--- config.mk ---
export PLATFORM = sky130hd
export DESIGN_NAME = rv_imem_loader
export DESIGN_NICKNAME = d
export VERILOG_FILES = /design/src/rtl/rv_boot_pkg.sv /design/src/rtl/rv_word_packer.sv /design/src/rtl/rv_imem_loader.sv
export SDC_FILE = /design/constraint.sdc
export NUM_CORES = 1
export LEC_CHECK = 0
export BUFFER_PORTS_ARGS = -buffer_cell sky130_fd_sc_hd__buf_2
export CORE_MARGIN = 8
export CORE_UTILIZATION = 59
export CTS_BUF_LIST = sky130_fd_sc_hd__clkbuf_4 sky130_fd_sc_hd__clkbuf_8
export DETAILED_ROUTE_END_ITERATION = 12
export GPL_TIMING_DRIVEN = 0
export PLACE_DENSITY = 0.88
export SLEW_MARGIN = 15
export SYNTH_ARGS = -nofsm -noshare
export SYNTH_HDL_FRONTEND = slang
export SYNTH_SLANG_ARGS = --single-unit
--- constraint.sdc ---
create_clock -name clk -period 3.4 [get_ports clk]
set_clock_uncertainty 0.1 [all_clocks]
set_input_delay 0.17 -clock clk [delete_from_list [all_inputs] [get_ports clk]]
set_output_delay 0.17 -clock clk [all_outputs]
set_load 0.01 [all_outputs]
--- src/rtl/rv_boot_pkg.sv ---
// rv_boot_pkg: shared loader state encoding, word-count width and byte order.
package rv_boot_pkg;

    typedef enum logic [2:0] {HOLD, LEN0, LEN1, DATA, FIN, RUN} state_t;

    localparam int CNT_W = 16;

    // Each word's first byte on the stream lands in bits [7:0].
    localparam bit BYTE_LE = 1'b1;

endpackage

--- src/rtl/rv_word_packer.sv ---
// rv_word_packer: packs accepted stream bytes into 32-bit words.
//   clk, rst   : clock, synchronous active-high reset
//   clr        : restart packing at a word boundary (new load)
//   en         : a data byte is accepted this cycle
//   data       : the accepted byte
//   word_valid : high in the cycle the 4th byte of a word is accepted
//   word       : the completed word, valid together with word_valid
module rv_word_packer
    import rv_boot_pkg::*;
(
    input  logic        clk,
    input  logic        rst,
    input  logic        clr,
    input  logic        en,
    input  logic [7:0]  data,
    output logic        word_valid,
    output logic [31:0] word
);

    logic [1:0]  cnt;
    logic [23:0] sr;

    // Only three bytes are stored; the fourth completes the word combinationally.
    assign word_valid = en && cnt == 2'd3;
    assign word       = BYTE_LE ? {data, sr} : {sr, data};

    always_ff @(posedge clk) begin
        if (rst || clr) begin
            cnt <= '0;
            sr  <= '0;
        end else if (en) begin
            cnt <= cnt + 2'd1;
            sr  <= BYTE_LE ? {data, sr[23:8]} : {sr[15:0], data};
        end
    end

endmodule

--- src/rtl/rv_imem_loader.sv ---
// rv_imem_loader: boot loader writing a length-prefixed byte image into the instruction RAM.
//   clk, rst      : clock, synchronous active-high reset
//   start_i       : load request, honoured in HOLD or RUN
//   byte_valid_i  : stream byte valid;  byte_data_i : stream byte
//   byte_ready_o  : loader accepts a byte this cycle
//   wena_o, addra_o, dina_o : RAM port-A write enable, word address, data
//   core_hold_o   : core held in reset while 1
//   busy_o        : load in progress;  done_o : one-cycle completion pulse
//   ovf_o         : sticky, image longer than DEPTH words
//   words_o       : word count of the current or last image
module rv_imem_loader
    import rv_boot_pkg::*;
#(
    parameter int DEPTH  = 256,
    parameter int ADDR_W = 8
) (
    input  logic              clk,
    input  logic              rst,
    input  logic              start_i,
    input  logic              byte_valid_i,
    input  logic [7:0]        byte_data_i,
    output logic              byte_ready_o,
    output logic              wena_o,
    output logic [ADDR_W-1:0] addra_o,
    output logic [31:0]       dina_o,
    output logic              core_hold_o,
    output logic              busy_o,
    output logic              done_o,
    output logic              ovf_o,
    output logic [CNT_W-1:0]  words_o
);

    state_t           state, state_n;
    logic             accept, go, word_valid, last;
    logic [31:0]      word;
    logic [7:0]       n_lo;
    logic [CNT_W-1:0] widx;

    assign accept = byte_valid_i && byte_ready_o;
    assign go     = start_i && (state == HOLD || state == RUN);
    // words_o already holds N once DATA is entered, and N >= 1 there.
    assign last   = widx == words_o - CNT_W'(1);

    rv_word_packer u_packer (
        .clk        (clk),
        .rst        (rst),
        .clr        (go),
        .en         (accept && state == DATA),
        .data       (byte_data_i),
        .word_valid (word_valid),
        .word       (word)
    );

    always_comb begin
        state_n = state;
        case (state)
            HOLD, RUN: state_n = go ? LEN0 : state;
            LEN0:      state_n = accept ? LEN1 : LEN0;
            LEN1:      state_n = !accept ? LEN1 : ({byte_data_i, n_lo} == '0) ? FIN : DATA;
            DATA:      state_n = (word_valid && last) ? FIN : DATA;
            FIN:       state_n = RUN;
            default:   state_n = HOLD;
        endcase
    end

    // Status outputs are registered from the next state so they line up with it.
    always_ff @(posedge clk) begin
        if (rst) begin
            state        <= HOLD;
            byte_ready_o <= 1'b0;
            busy_o       <= 1'b0;
            core_hold_o  <= 1'b1;
            done_o       <= 1'b0;
            wena_o       <= 1'b0;
            addra_o      <= '0;
            dina_o       <= '0;
            ovf_o        <= 1'b0;
            words_o      <= '0;
            n_lo         <= '0;
            widx         <= '0;
        end else begin
            state        <= state_n;
            byte_ready_o <= state_n inside {LEN0, LEN1, DATA};
            busy_o       <= state_n inside {LEN0, LEN1, DATA, FIN};
            core_hold_o  <= state_n != RUN;
            done_o       <= state == FIN;
            wena_o       <= word_valid && widx < CNT_W'(DEPTH);
            if (word_valid) begin
                addra_o <= widx[ADDR_W-1:0];
                dina_o  <= word;
                widx    <= widx + CNT_W'(1);
            end
            // Words past the RAM are still consumed, only flagged.
            if (word_valid && widx >= CNT_W'(DEPTH))
                ovf_o <= 1'b1;
            if (go) begin
                ovf_o <= 1'b0;
                widx  <= '0;
            end
            if (state == LEN0 && accept)
                n_lo <= byte_data_i;
            if (state == LEN1 && accept)
                words_o <= {byte_data_i, n_lo};
        end
    end

endmodule

## Yosys cells after proc, flatten, opt, wreduce, memory -nomap -nowiden

Cells that the tools add are included.

- Magnitude comparators: 2
- Equal/unequal tests: 12
- Multiplexer cells: 6
- Add/subtract/negate cells: 3
- Reductions and logical operators: 17

Operator list:

| cell | count |
|---|---|
| $add A16 B1 Y16 const B | 1 |
| $eq A16 B16 Y1 | 1 |
| $ge A16 B9 Y1 const B | 1 |
| $logic_not A16 Y1 | 1 |
| $lt A16 B9 Y1 const B | 1 |
| $sub A16 B1 Y16 const B | 1 |
| $pmux W3 S5 | 1 |
| $eq A3 B2 Y1 const B | 4 |
| $mux W3 | 4 |
| $eq A3 B3 Y1 const B | 3 |
| $logic_and A1 B1 Y1 | 9 |
| $eq A3 B1 Y1 const B | 2 |
| $reduce_bool A4 Y1 | 1 |
| $reduce_or A2 Y1 | 2 |
| $logic_not A3 Y1 | 1 |
| $ne A3 B3 Y1 const B | 1 |
| $reduce_bool A3 Y1 | 1 |
| $add A2 B1 Y2 const B | 1 |
| $eq A2 B2 Y1 const B | 1 |
| $logic_or A1 B1 Y1 | 2 |
| $mux W2 | 1 |

- Input port bits: 12
- Output and inout port bits: 62
- Logic and storage cells: 54
- Register bits: 115

## Depth between registers and ports, before layout

Gate-level depths: netlist of run 1.

- Depth in word-level cells: 8
- Mapped depth: 10

## Hierarchy

From an unflattened synthesis of run 1, not the netlist that was laid out.

- Cells, all modules: 530
- Area total of the unflattened synthesis: 5,137.4 um^2

Modules (own cells, without submodules):

| module | seq. area each (um^2) | area an instance (um^2) | instances | cells each |
|---|---|---|---|---|
| rv_imem_loader | 1,781.7 | 4,097.7 | 1 | 435 |
| rv_word_packer | 520.5 | 1,039.7 | 1 | 95 |

## Least setup slack after synthesis of run 1

No wires, ideal clock.

- Path kind: register -> register
- Start: reg words_o[0]
- End: reg state[1]
- Path slack: 0.858 ns
- Cell stages (with the launch flop): 11
- Setup time: 0.131 ns
- Arrival: 2.310 ns
- Cells stage by stage: dfxtp_1 > inv_1 > ha_1 > buf_2 > nor3b_1 > and4_2 > xor2_1 > o221a_2 > o21ai_0 > and4_4 > o22ai_2

- Longest elaborated chain between the ends: 5

RTL lines:

| what | line | text |
|---|---|---|
| start: declaration | rv_imem_loader.sv:30 | `output logic [CNT_W-1:0] words_o` |
| start signal: assignment | rv_imem_loader.sv:103 | `words_o <= {byte_data_i, n_lo};` |
| $sub A16 B1 Y16 | rv_imem_loader.sv:42 | `assign last = widx == words_o - CNT_W'(1);` |
| $eq A16 B16 Y1 | rv_imem_loader.sv:42 |  |
| $logic_and A1 B1 Y1 | rv_imem_loader.sv:60 | `DATA: state_n = (word_valid && last) ? FIN : DATA;` |
| $mux W3 | rv_imem_loader.sv:60 |  |
| $pmux W3 S5 | rv_imem_loader.sv:56 | `case (state)` |
| end signal: assignment | rv_imem_loader.sv:82 | `state <= state_n;` |
| end: declaration | rv_imem_loader.sv:33 | `state_t state, state_n;` |

Every way passes these cells.
A chain may end at the register's enable or synchronous reset.

## Worst setup path in the final report of run 1

Ends and elaborated chain as after synthesis.

==> key figures, run 1 <==
Hold path
  • Hold depth: 6
  • Hold EP: state[0]
  • HP Start: byte_valid_i
  • HP Class: input port to register

Timing
  • Worst slew pin tran: ~700 ps
  • Final min period: 3059 ps
  • Min Hold Slack: ~220 ps
  • Slew headroom: between 50 and 60%
  • Fmax: between 300 and 400 MHz
  • Hold Vio Cnt, Final: 0
  • Setup_tns: 0 ps
  • RSZ-0062 raised after global routing: no
  • Crit share post-route: approximately 90%
  • Number of setup violations in the final report: 0
  • Pins Over Slew Limit: 0

Logic synthesis
  • Synth unique cells: 52
  • Syn_area_per_cell: around 8 µm²
  • Synth area leader: dfxtp_1
  • Mapped Nets: about 630
  • Register bit total from synthesis: 115
  • Asr flop ratio synth: 0%
  • Synth Instances: 617
  • Main synth FF type: dfxtp_1
  • Synth top area cells: dfxtp_1, nand2_1, a21oi_1
  • Yosys top cell area share: about 47%
  • Seq/Total Area, Yosys: 46.83%
  • Syn. warnings: 0
  • Post-synth EDFFs: 0
  • Cell Area, Synth: slightly below 5000 µm²

Finish
  • Commonest non-fill, non-tap cell in the layout: nand2_1
  • Antenna fix cells: 0
  • Share of layout cells above drive strength 1: between 10% and 20%
  • Nets: approximately 740
  • Layout area overhead: 20.77%
  • Most frequent cells in the layout: nand2_1, dfxtp_1, a21oi_1, buf_2, nor2_1

GRT
  • First-pass GRT wire length: about 22000 µm
  • Initial antenna violation count: 0
  • Grt ovf: 0
  • Pin count of the biggest net entering global routing: 17
  • Vias in the first global route: roughly 4600
  • GRT Resource Usage Total: roughly a quarter

Clock tree
  • CTS clk-pin slew, worst paths: approximately 70 ps
  • Clock sink count: 115
  • TritonCTS clock tree: built
  • CTS H-tree lvls: 4
  • Clock Tree Root: clkbuf_8
  • Num CTS Buffers: 17
  • Skew-Pair Late Insertion Delay: approximately 450 ps
  • Setup bufs post-CTS: 0
  • Clk buf depth: 2
  • CTS hold repair buffers: 10
  • Resized Gates After CTS: 0

Setup path
  • Crit-path slowest cell: nor3b_1
  • Critical-path cell list: inv_1 > ha_1 > buf_2 > nor3b_1 > and4_2 > xor2_1 > o221a_2 > o21ai_0 > and4_4 > o22ai_2
  • Crit. End Element: register
  • WS Path Type: register to register
  • Crit Reg-Reg Endpoint: state[1]
  • Reg2reg path depth: 10
  • Worst Path Buf+Inv: 2
  • Crit Path Max Fanout: 9
  • FF-to-FF Start: words_o[0]
  • Arrival time of the worst setup path: ~3300 ps
  • Setup crit start: words_o[0]
  • Startpoint Class: register
  • R2R Setup Slk: about 340 ps
  • Max incr delay on CP: 530 ps
  • WP data required: ~3600 ps
  • CP delay by family, top: simple AND/OR/NAND/NOR gates

Run
  • Max-Cap Viols: 0

Routing
  • Iteration count of the initial detailed-routing pass: 6
  • Detailed-route DRC error count: 0
  • Drt total wl: roughly 14000 µm
  • Antenna Nets Post-Route: 0
  • WL per Instance: 16.18 µm
  • DR vias: around 4800
  • 1st-iter DRT viols: 403
  • Mean number of vias per cell: 5.748

Floorplan
  • Width of the die: 107.3 µm
  • Full die area: between 10000 and 15000 µm²
  • IO Count: 74
  • Die height: 107.3 µm
  • Core Region: 8134 µm²
  • Initial core utilization: between 60% and 70%
  • Number of core rows: 33

Pwr
  • VDD IR-drop max: 0.0003292 V
  • Leak pwr: 2.280 nW
  • Overall power: 2.812 mW
  • PwrDens: around 470 nW/µm²

Placement
  • GPL Wtd Cong: 0.8836
  • HPWL Detailed: between 9000 and 10000 µm
  • Port buffer count: 73

Outcome
  • Status: finished clean
[power by group]
group          switching, mW  total, mW  leakage (nW)  internal (mW)
clock                  0.575       1.35         0.213          0.772
sequential           0.00736       1.36         0.927           1.35
combinational         0.0696      0.104          1.14         0.0342
[worst max-delay path by stage]
stage,end,cells past startpoint
floorplan,state[1],10
global placement,state[1],10
detailed placement,state[1],10
CTS,state[1],10
global route,state[1],10
finish,state[1],10
[synthesized netlist by cell type, types with 3 or more instances]
library cell	count
nand2_1	180
dfxtp_1	115
a21oi_1	98
nor2_1	38
clkbuf_1	36
xor2_1	20
xnor2_1	11
nand3_1	10
nand4_1	10
mux2i_1	9
nor4_1	8
nand2b_1	7
nor3_1	7
o21ai_0	6
inv_1	5
buf_2	4
ha_1	4
or3_1	4
and3_1	3
nor2b_1	3
[through the flow]
step	utilization (%)	cells	setup slack [ps]	cell area, µm²
floorplan	-	617	858.2	4916
detailed placement	66.54	795	500.9	5413
global route	72.99	837	247.8	5937
global placement	66.54	795	586.6	5413
CTS	72.99	837	449.8	5937
finish	72.99	837	340.6	5937
[metal layers]
metal  global-route usage (%)  up-vias  wire length, µm
met2                    38.00      250             6382
met4                    11.06        0              339
met5                        0        -                0
met3                    7.485       41             1176
met1                    27.69     2247             5645
li1                         -     2273                -
[state kept, by name, indices dropped and copies added, names as in the netlist]
| signal | cells |
|---|---|
| state | 3 |
| done_o | 1 |
| u_packer.sr | 24 |
| words_o | 16 |
| ovf_o | 1 |
| u_packer.cnt | 2 |
| addra_o | 8 |
| n_lo | 8 |
| byte_ready_o | 1 |
| core_hold_o | 1 |
| busy_o | 1 |
| dina_o | 32 |
| widx | 16 |
| wena_o | 1 |
[worst register-to-register path, stage by stage (launching register included)]
cell and delay (ps):
dfxtp_1 410, inv_1 100, ha_1 140, buf_2 200, nor3b_1 530, and4_2 400
xor2_1 80, o221a_2 250, o21ai_0 270, and4_4 340, o22ai_2 100
[logic make-up (layout without fill, tap and decap cells)]
| logic type | after synthesis | count (layout) | synth area share (%) |
|---|---|---|---|
| AO/OA/AOI/OAI | 119 | 119 | 13.46 |
| XOR/XNOR | 31 | 31 | 5.523 |
| adder cells (fa/ha/maj) | 4 | 4 | 1.018 |
| buffers and inverters | 49 | 164 | 4.021 |
| flip-flops | 115 | 115 | 46.83 |
| multiplexers | 10 | 10 | 2.138 |
| AND/OR/NAND/NOR | 289 | 289 | 27.00 |
[cell type report]
cell class / count / area (µm²)
buffer: 44 / 178.9
timing repair buffer: 83 / 465.4
clock buffer: 20 / 269.0
fill: 579 / 2197
inverter: 5 / 18.77
multi-input combinational: 453 / 2416
sequential: 115 / 2302
tap: 105 / 131.4
clock inverter: 12 / 155.1
No activity file was read; power rests on OpenSTA's default activity.
==> run 2, diff against run 1 <==
- BUFFER_PORTS_ARGS: -buffer_cell sky130_fd_sc_hd__buf_2 -> unset
- CORE_UTILIZATION: 59 -> 60
- DONT_BUFFER_PORTS: unset -> 1
- PLACE_DENSITY: 0.88 -> 0.82
- SYNTH_HIERARCHICAL: unset -> 1
==> run 2 against run 1 <==
  * Routed wire length is 6.8% lower
  * Via count is 19% lower
  * Die area is 2.4% higher
  * Combinational power is 9% higher
  * Register-to-register slack worse by 150 ps
  * Critical endpoint is now dina_o[27]
==> key figures, run 2 <==
Outcome
  • Status: finished clean

Logic synthesis
  • Seq/Total Area, Yosys: 44.81% (-2.0 points)
  • Commonest cells post-synth: nor2_1, dfxtp_1, mux2i_1
  • Asr flop ratio synth: 0% (unchanged)
  • Register bit total from synthesis: 115 (unchanged)
  • Synth unique cells: 57 (+9.6%)
  • Syn_area_per_cell: 9.693 µm² (+22%)
  • Post-synth EDFFs: 0 (unchanged)
  • Most instantiated library cell after synthesis: nor2_1
  • Synth top area cells: dfxtp_1, mux2i_1, nor2_1
  • Yosys top cell area share: 44.81% (-2.0 points)
  • Synth area leader: dfxtp_1
  • Cell Area, Synth: 5137 µm² (+4.5%)
  • Synth Instances: 530 (-14%)
  • Mapped Nets: 546 (-14%)
  • Syn. warnings: 6 (+6)
  • Main synth FF type: dfxtp_1

Floorplan
  • Width of the die: 108.5 µm (+1.2%)
  • Core Region: 8258 µm² (+1.5%)
  • Number of core rows: 33 (unchanged)
  • Initial core utilization: 62.21% (+1.8 points)
  • Full die area: 11780 µm² (+2.4%)
  • Die height: 108.5 µm (+1.2%)
  • IO Count: 74 (unchanged)

Clock tree
  • Clk buf depth: 2 (unchanged)
  • TritonCTS clock tree: built
  • CTS H-tree lvls: 4 (unchanged)
  • CTS hold repair buffers: 12 (+2)
  • Clock sink count: 115 (unchanged)
  • Skew-Pair Late Insertion Delay: 430 ps (-20 ps)
  • Num CTS Buffers: 17 (unchanged)
  • CTS clk-pin slew, worst paths: 70 ps (about the same)
  • Setup bufs post-CTS: 0 (unchanged)
  • Resized Gates After CTS: 0 (unchanged)
  • Clock Tree Root: clkbuf_8

Pwr
  • NetSw: 0.6738 mW (+3.3%)
  • PwrDens: 449.9 nW/µm² (-5.0%)
  • Flop pwr share: 52.7% (+4.3 points)
  • Pint: 1.907 mW (-12%)
  • Overall power: 2.581 mW (-8.2%)
  • VDD IR-drop max: 0.0003590 V (+9.1%)
  • Switching share of power: 26.11% (+2.9 points)
  • Leak pwr: 2.019 nW (-11%)
  • Comb power frac: 4.4% (+0.7 points)
  • Clk network pwr share: 42.9% (-5.0 points)

Finish
  • Antenna fix cells: 0 (unchanged)
  • Layout area overhead: 11.64%
  • Nets: 577 (-21%)
  • Largest register FFs: 32 (unchanged)
  • Top reg by flops: dina_o
  • Cell Count, Final, Fillers Out: 679 (-19%)
  • Largest regs: dina_o: 32 flops, u_packer/sr: 24 flops
  • Most frequent cells in the layout: nor2_1, dfxtp_1, mux2i_1, clkbuf_8, xnor2_1
  • Share of layout cells above drive strength 1: 12.02% (-4.9 points)
  • Commonest non-fill, non-tap cell in the layout: nor2_1
  • # fillers: 627 (+8.3%)

Placement
  • GPL Wtd Cong: 0.9007 (+1.9%)
  • HPWL Detailed: 8666 µm (-7.3%)
  • Placed insts: 635 (-20%)
  • Port buffer count: 0 (-100%)

Setup path
  • Worst Path Buf+Inv: 5 (+3)
  • Crit Path Max Fanout: 10 (+1)
  • Critical-path cell list: buf_4 > nand3b_1 > nor2_1 > buf_6 > buf_6 > and2_1 > clkbuf_1 > buf_1 > mux2i_1 > nor2_1
  • WS Path Type: register to register
  • CP delay by family, top: buffers and inverters
  • Crit-path slowest cell: buf_1
  • WP data required: 3610 ps (about the same)
  • Max incr delay on CP: 660 ps (+130 ps)
  • Arrival time of the worst setup path: 3410 ps (+150 ps)
  • Startpoint Class: register
  • Crit. End Element: register

Routing
  • DR vias: 3919 (-19%)
  • Iteration count of the initial detailed-routing pass: 6 (unchanged)
  • Antenna Nets Post-Route: 0 (unchanged)
  • WL per Instance: 18.59 µm (+15%)
  • Mean number of vias per cell: 5.772 (+0.41%)
  • 1st-iter DRT viols: 192 (-52%)
  • Detailed-route DRC error count: 0 (unchanged)
  • Drt total wl: 12620 µm (-6.8%)

GRT
  • First-pass GRT wire length: 20090 µm (-7.4%)
  • Initial antenna violation count: 0 (unchanged)
  • Pin count of the biggest net entering global routing: 17 (unchanged)
  • Vias in the first global route: 3829 (-17%)
  • Grt ovf: 0 (unchanged)
  • GRT Resource Usage Total: 22.06% (-1.4 points)

Timing
  • Slew headroom: 47.49% (-7.2 points)
  • Worst slew pin tran: 787.7 ps (+107.8 ps)
  • Pins Over Slew Limit: 0 (unchanged)
  • Hold Vio Cnt, Final: 0 (unchanged)
  • RSZ-0062 raised after global routing: no
  • Fmax: 312.0 MHz (-4.5%)
  • Final min period: 3205 ps (+145.4 ps)
  • Min Hold Slack: 54.06 ps (-166.9 ps)
  • Number of setup violations in the final report: 0 (unchanged)
  • Setup_tns: 0 ps (unchanged)
  • Crit share post-route: 94.26% (+4.3 points)

Hold path
  • HP Class: input port to register

Run
  • Max-Cap Viols: 0 (unchanged)
## run 2: changes by cell type after synthesis, sizes merged, moves of 4 or more
cell    change
xor2        -5
a21oi      -92
nor2       +86
xnor2       +5
mux2i      +84
nand4       -4
clkbuf     -23
buf        +22
or3         -4
nand2     -167
## run 2: layout make-up
cell class / count / area, µm² / share of cell area (%)
multi-input cells: 364 / 2510 / 43.76
flip-flops and latches: 115 / 2302 / 40.14
plain buffers: 43 / 295.3 / 5.148
clock buffers: 17 / 234.0 / 4.079
well taps: 105 / 131.4 / 2.291
repair buffers: 12 / 120.1 / 2.094
clock inverters: 15 / 112.6 / 1.963
inverters: 8 / 30.03 / 0.5236
## run 2: logic make-up after synthesis
family,after synthesis,share of synthesized area [%]
AND/OR/NAND/NOR,205,19.95
adder cells (fa/ha/maj),4,0.9742
flip-flops,115,44.81
multiplexers,93,18.12
AO/OA/AOI/OAI,30,4.092
XOR/XNOR,32,5.723
buffers and inverters,51,6.332
## run 2: worst paths after layout
path	startpoint	end	slack (ps)	depth (start not counted)
setup / recovery	state[2]	dina_o[27]	200	10
hold / removal	start_i	core_hold_o	50	3
setup reg to reg	state[2]	dina_o[27]	200	10
hold reg to reg	u_packer/sr[4]	dina_o[4]	400	2
## run 2: power by group through the flow
stage / logic [mW] / clock network (mW) / registers, mW
final: 0.113 / 1.11 / 1.36
after global routing: 0.121 / 1.18 / 1.36
after CTS: 0.111 / 1.12 / 1.36
after detailed placement: 0.0934 / 0 / 1.39
after global placement: 0.0918 / 0 / 1.39
after floorplan: 0.0751 / 0 / 1.39
## run 2: worst min-delay path, cell delays in order
cell and delay, ps:
nand2b_1 120, o221ai_1 180, nand2_1 90
## run 2: per-layer routing
metal  up-vias  part of all wire [%]  GRT usage (%)
met5         -                     0              0
li1       1868                     -              -
met2       132                    48          36.62
met3        37                   9.1          9.280
met1      1882                    40          23.82
met4         0                   3.1          10.75
## run 2: metrics by stage
step                      area (µm²)  util [%]  setup slack, ps
after global placement          5269     63.80            251.9
after floorplan                 5137         -            833.7
after CTS                       5736     69.45            218.2
final                           5736     69.45            195.2
after detailed placement        5269     63.80            250.2
after global routing            5736     69.45            14.99
==> run 3, diff against run 2 <==
- CORE_UTILIZATION: 60 -> 66
- GPL_ROUTABILITY_DRIVEN: unset -> 0
- PLACE_DENSITY: 0.82 -> 0.88
==> run 3 against run 2 <==
  * Via count increased by 1.6%
  * Total power increased by 7.3%
  * Routed wire length increased by 3.4%
  * Highest routed layer unchanged
  * Combinational power about the same
  * Fmax increased by 3.6%
  * Die area decreased by 7.8%
  * Sequential cell count unchanged
  * Critical path depth unchanged
  * Final area increased by 0.85%
  * Global-route usage increased by 2.0 points
  * Non-clock buffer count decreased by 1
==> key figures, run 3 (synthesis gave the netlist of run 2 again) <==
Outcome
  • Status: finished clean

Floorplan
  • Width of the die: 104.2 µm (-4.0%)
  • Initial core utilization: 67.18% (+5.0 points)
  • Number of core rows: 32 (-3.0%)
  • Die height: 104.2 µm (-4.0%)
  • Core Region: 7647 µm² (-7.4%)
  • Full die area: 10860 µm² (-7.8%)
  • IO Count: 74 (unchanged)

Finish
  • Layout area overhead: 12.59%
  • Nets: 576 (-0.17%)
  • Most frequent cells in the layout: nor2_1, dfxtp_1, mux2i_1, clkbuf_8, xnor2_1
  • Share of layout cells above drive strength 1: 12.39% (+0.37 points)
  • Top reg by flops: dina_o
  • FF+latch area: 2302 µm² (unchanged)
  • # fillers: 530 (-15%)
  • Core Util, Final: 75.64% (+6.2 points)
  • Largest register FFs: 32 (unchanged)
  • Largest regs: dina_o: 32 flops, u_packer/sr: 24 flops
  • Antenna fix cells: 0 (unchanged)
  • Commonest non-fill, non-tap cell in the layout: nor2_1
  • Area of the multi-input gates: 2510 µm² (unchanged)

Timing
  • Final min period: 3094 ps (-111.2 ps)
  • Hold Vio Cnt, Final: 0 (unchanged)
  • Pins Over Slew Limit: 0 (unchanged)
  • Number of setup violations in the final report: 0 (unchanged)
  • Worst slew pin tran: 570.5 ps (-217.2 ps)
  • Slew headroom: 61.97% (+14 points)
  • RSZ-0062 raised after global routing: no
  • Fmax: 323.3 MHz (+3.6%)
  • Setup_tns: 0 ps (unchanged)
  • Crit share post-route: 90.99% (-3.3 points)

Routing
  • WL per Instance: 19.34 µm (+4.0%)
  • 1st-iter DRT viols: 182 (-5.2%)
  • Iteration count of the initial detailed-routing pass: 4 (-2)
  • Antenna Nets Post-Route: 0 (unchanged)
  • Max layer used: met4
  • Detailed-route DRC error count: 0 (unchanged)
  • Met3 WL post-DR: 1189 µm (+3.0%)
  • WL met2: 6339 µm (+4.7%)
  • Drt total wl: 13060 µm (+3.4%)
  • Mean number of vias per cell: 5.898 (+2.2%)
  • DR vias: 3981 (+1.6%)
  • Metal-1 WL: 5255 µm (+4.6%)

Clock tree
  • Setup bufs post-CTS: 0 (unchanged)
  • TritonCTS clock tree: built
  • CTS clk-pin slew, worst paths: 80 ps (about the same)
  • Clock sink count: 115 (unchanged)
  • Skew-Pair Late Insertion Delay: 440 ps (about the same)
  • Clk buf depth: 2 (unchanged)
  • Clock Tree Root: clkbuf_8
  • Num CTS Buffers: 17 (unchanged)
  • CTS H-tree lvls: 4 (unchanged)

Setup path
  • Crit Reg-Reg Endpoint: dina_o[16]
  • Reg2reg path depth: 10 (unchanged)
  • FF-to-FF Start: state[2]
  • R2R Setup Slk: 310 ps (+110 ps)
  • Worst Path Buf+Inv: 5 (unchanged)
  • CP delay by family, top: buffers and inverters
  • Crit Path Max Fanout: 10 (unchanged)
  • Crit. End Element: register
  • WS Path Type: register to register
  • Arrival time of the worst setup path: 3310 ps (-100 ps)
  • Crit-path slowest cell: clkbuf_1
  • Max incr delay on CP: 470 ps (-190 ps)
  • WP data required: 3610 ps (about the same)
  • Critical-path cell list: buf_4 > nand3b_1 > nor2_1 > buf_6 > buf_6 > and2_1 > clkbuf_1 > clkbuf_2 > mux2i_1 > nor2_1
  • Startpoint Class: register

Pwr
  • Leak pwr: 2.043 nW (+1.2%)
  • PwrDens: 478.7 nW/µm² (+6.4%)
  • Overall power: 2.769 mW (+7.3%)
  • VDD IR-drop max: 0.0004142 V (+15%)

GRT
  • Vias in the first global route: 3946 (+3.1%)
  • GRT Resource Usage Total: 24.10% (+2.0 points)
  • Initial antenna violation count: 0 (unchanged)
  • Grt ovf: 0 (unchanged)
  • Pin count of the biggest net entering global routing: 17 (unchanged)
  • First-pass GRT wire length: 20880 µm (+4.0%)

Hold path
  • HP Class: input port to register
  • Hold depth: 3 (unchanged)
  • Hold EP: core_hold_o
  • HP Start: start_i

Placement
  • Port buffer count: 0 (unchanged)
  • HPWL Detailed: 8887 µm (+2.6%)

Run
  • Max-Cap Viols: 0 (unchanged)
## run 3: changes by cell type in the layout (fill, tap and decap cells not counted), sizes merged
| cell | previous run | this run |
|---|---|---|
| dlygate4sd3 | 12 | 11 |
| buf | 29 | 27 |
| bufinv | 0 | 2 |
| clkinv | 10 | 5 |
| inv | 10 | 13 |
| clkbuf | 31 | 33 |
## run 3: power breakdown
group          total [mW]  switching, mW  internal, mW
clock                1.29          0.625         0.668
combinational       0.115         0.0676        0.0477
sequential           1.36        0.00734          1.35
## run 3: through the flow
step | cell area (µm²) | hold WS (ps) | std cells | worst slack, ps
floorplan | 5137 | 217.2 | 530 | 833.7
global placement | 5265 | 221.8 | 632 | 247.7
detailed placement | 5265 | 229.4 | 632 | 190.3
CTS | 5782 | 44.70 | 675 | 67.32
global route | 5784 | 91.69 | 675 | 152.6
finish | 5784 | 61.88 | 675 | 306.4
## run 3: cell type report
type | instances | share of cell area, %
Buffer | 43 | 5.148
Inverter | 8 | 0.5191
Clock inverter | 15 | 2.985
Multi-Input combinational cell | 364 | 43.39
Sequential cell | 115 | 39.80
Tap cell | 102 | 2.206
Timing Repair Buffer | 11 | 1.904
Clock buffer | 17 | 4.045
## run 3: how the worst max path moves through the flow
stage,cells past startpoint,end,start,slack [ps]
after floorplan,10,dina_o[10],state[2],830
after global placement,10,dina_o[24],state[2],250
after detailed placement,10,dina_o[20],state[2],190
after CTS,10,dina_o[16],state[2],70
after global routing,10,dina_o[16],state[2],150
final,10,dina_o[16],state[2],310
## run 3: worst reg2reg max path, delay by kind of cell, from the launching register on
| family | cells | cell delay, ps |
|---|---|---|
| flip-flops | 1 | 350 |
| buffers and inverters | 5 | 1480 |
| AND/OR/NAND/NOR | 4 | 730 |
| multiplexers | 1 | 310 |
## run 3: routing by layer
| layer | GRT usage, % | vias to the layer above |
|---|---|---|
| li1 | - | 1873 |
| met1 | 26.88 | 1945 |
| met2 | 39.28 | 140 |
| met3 | 10.59 | 23 |
| met4 | 10.03 | 0 |
| met5 | 0 | - |
## run 3: repair_timing
| action | 4_1_cts | 5_1_grt |
|---|---|---|
| endpoints found under the setup margin | 0 | 17 |
| gates resized for setup | 0 | 2 |
| hold buffers | 11 | 0 |
| endpoints found under the hold margin | 37 | 0 |
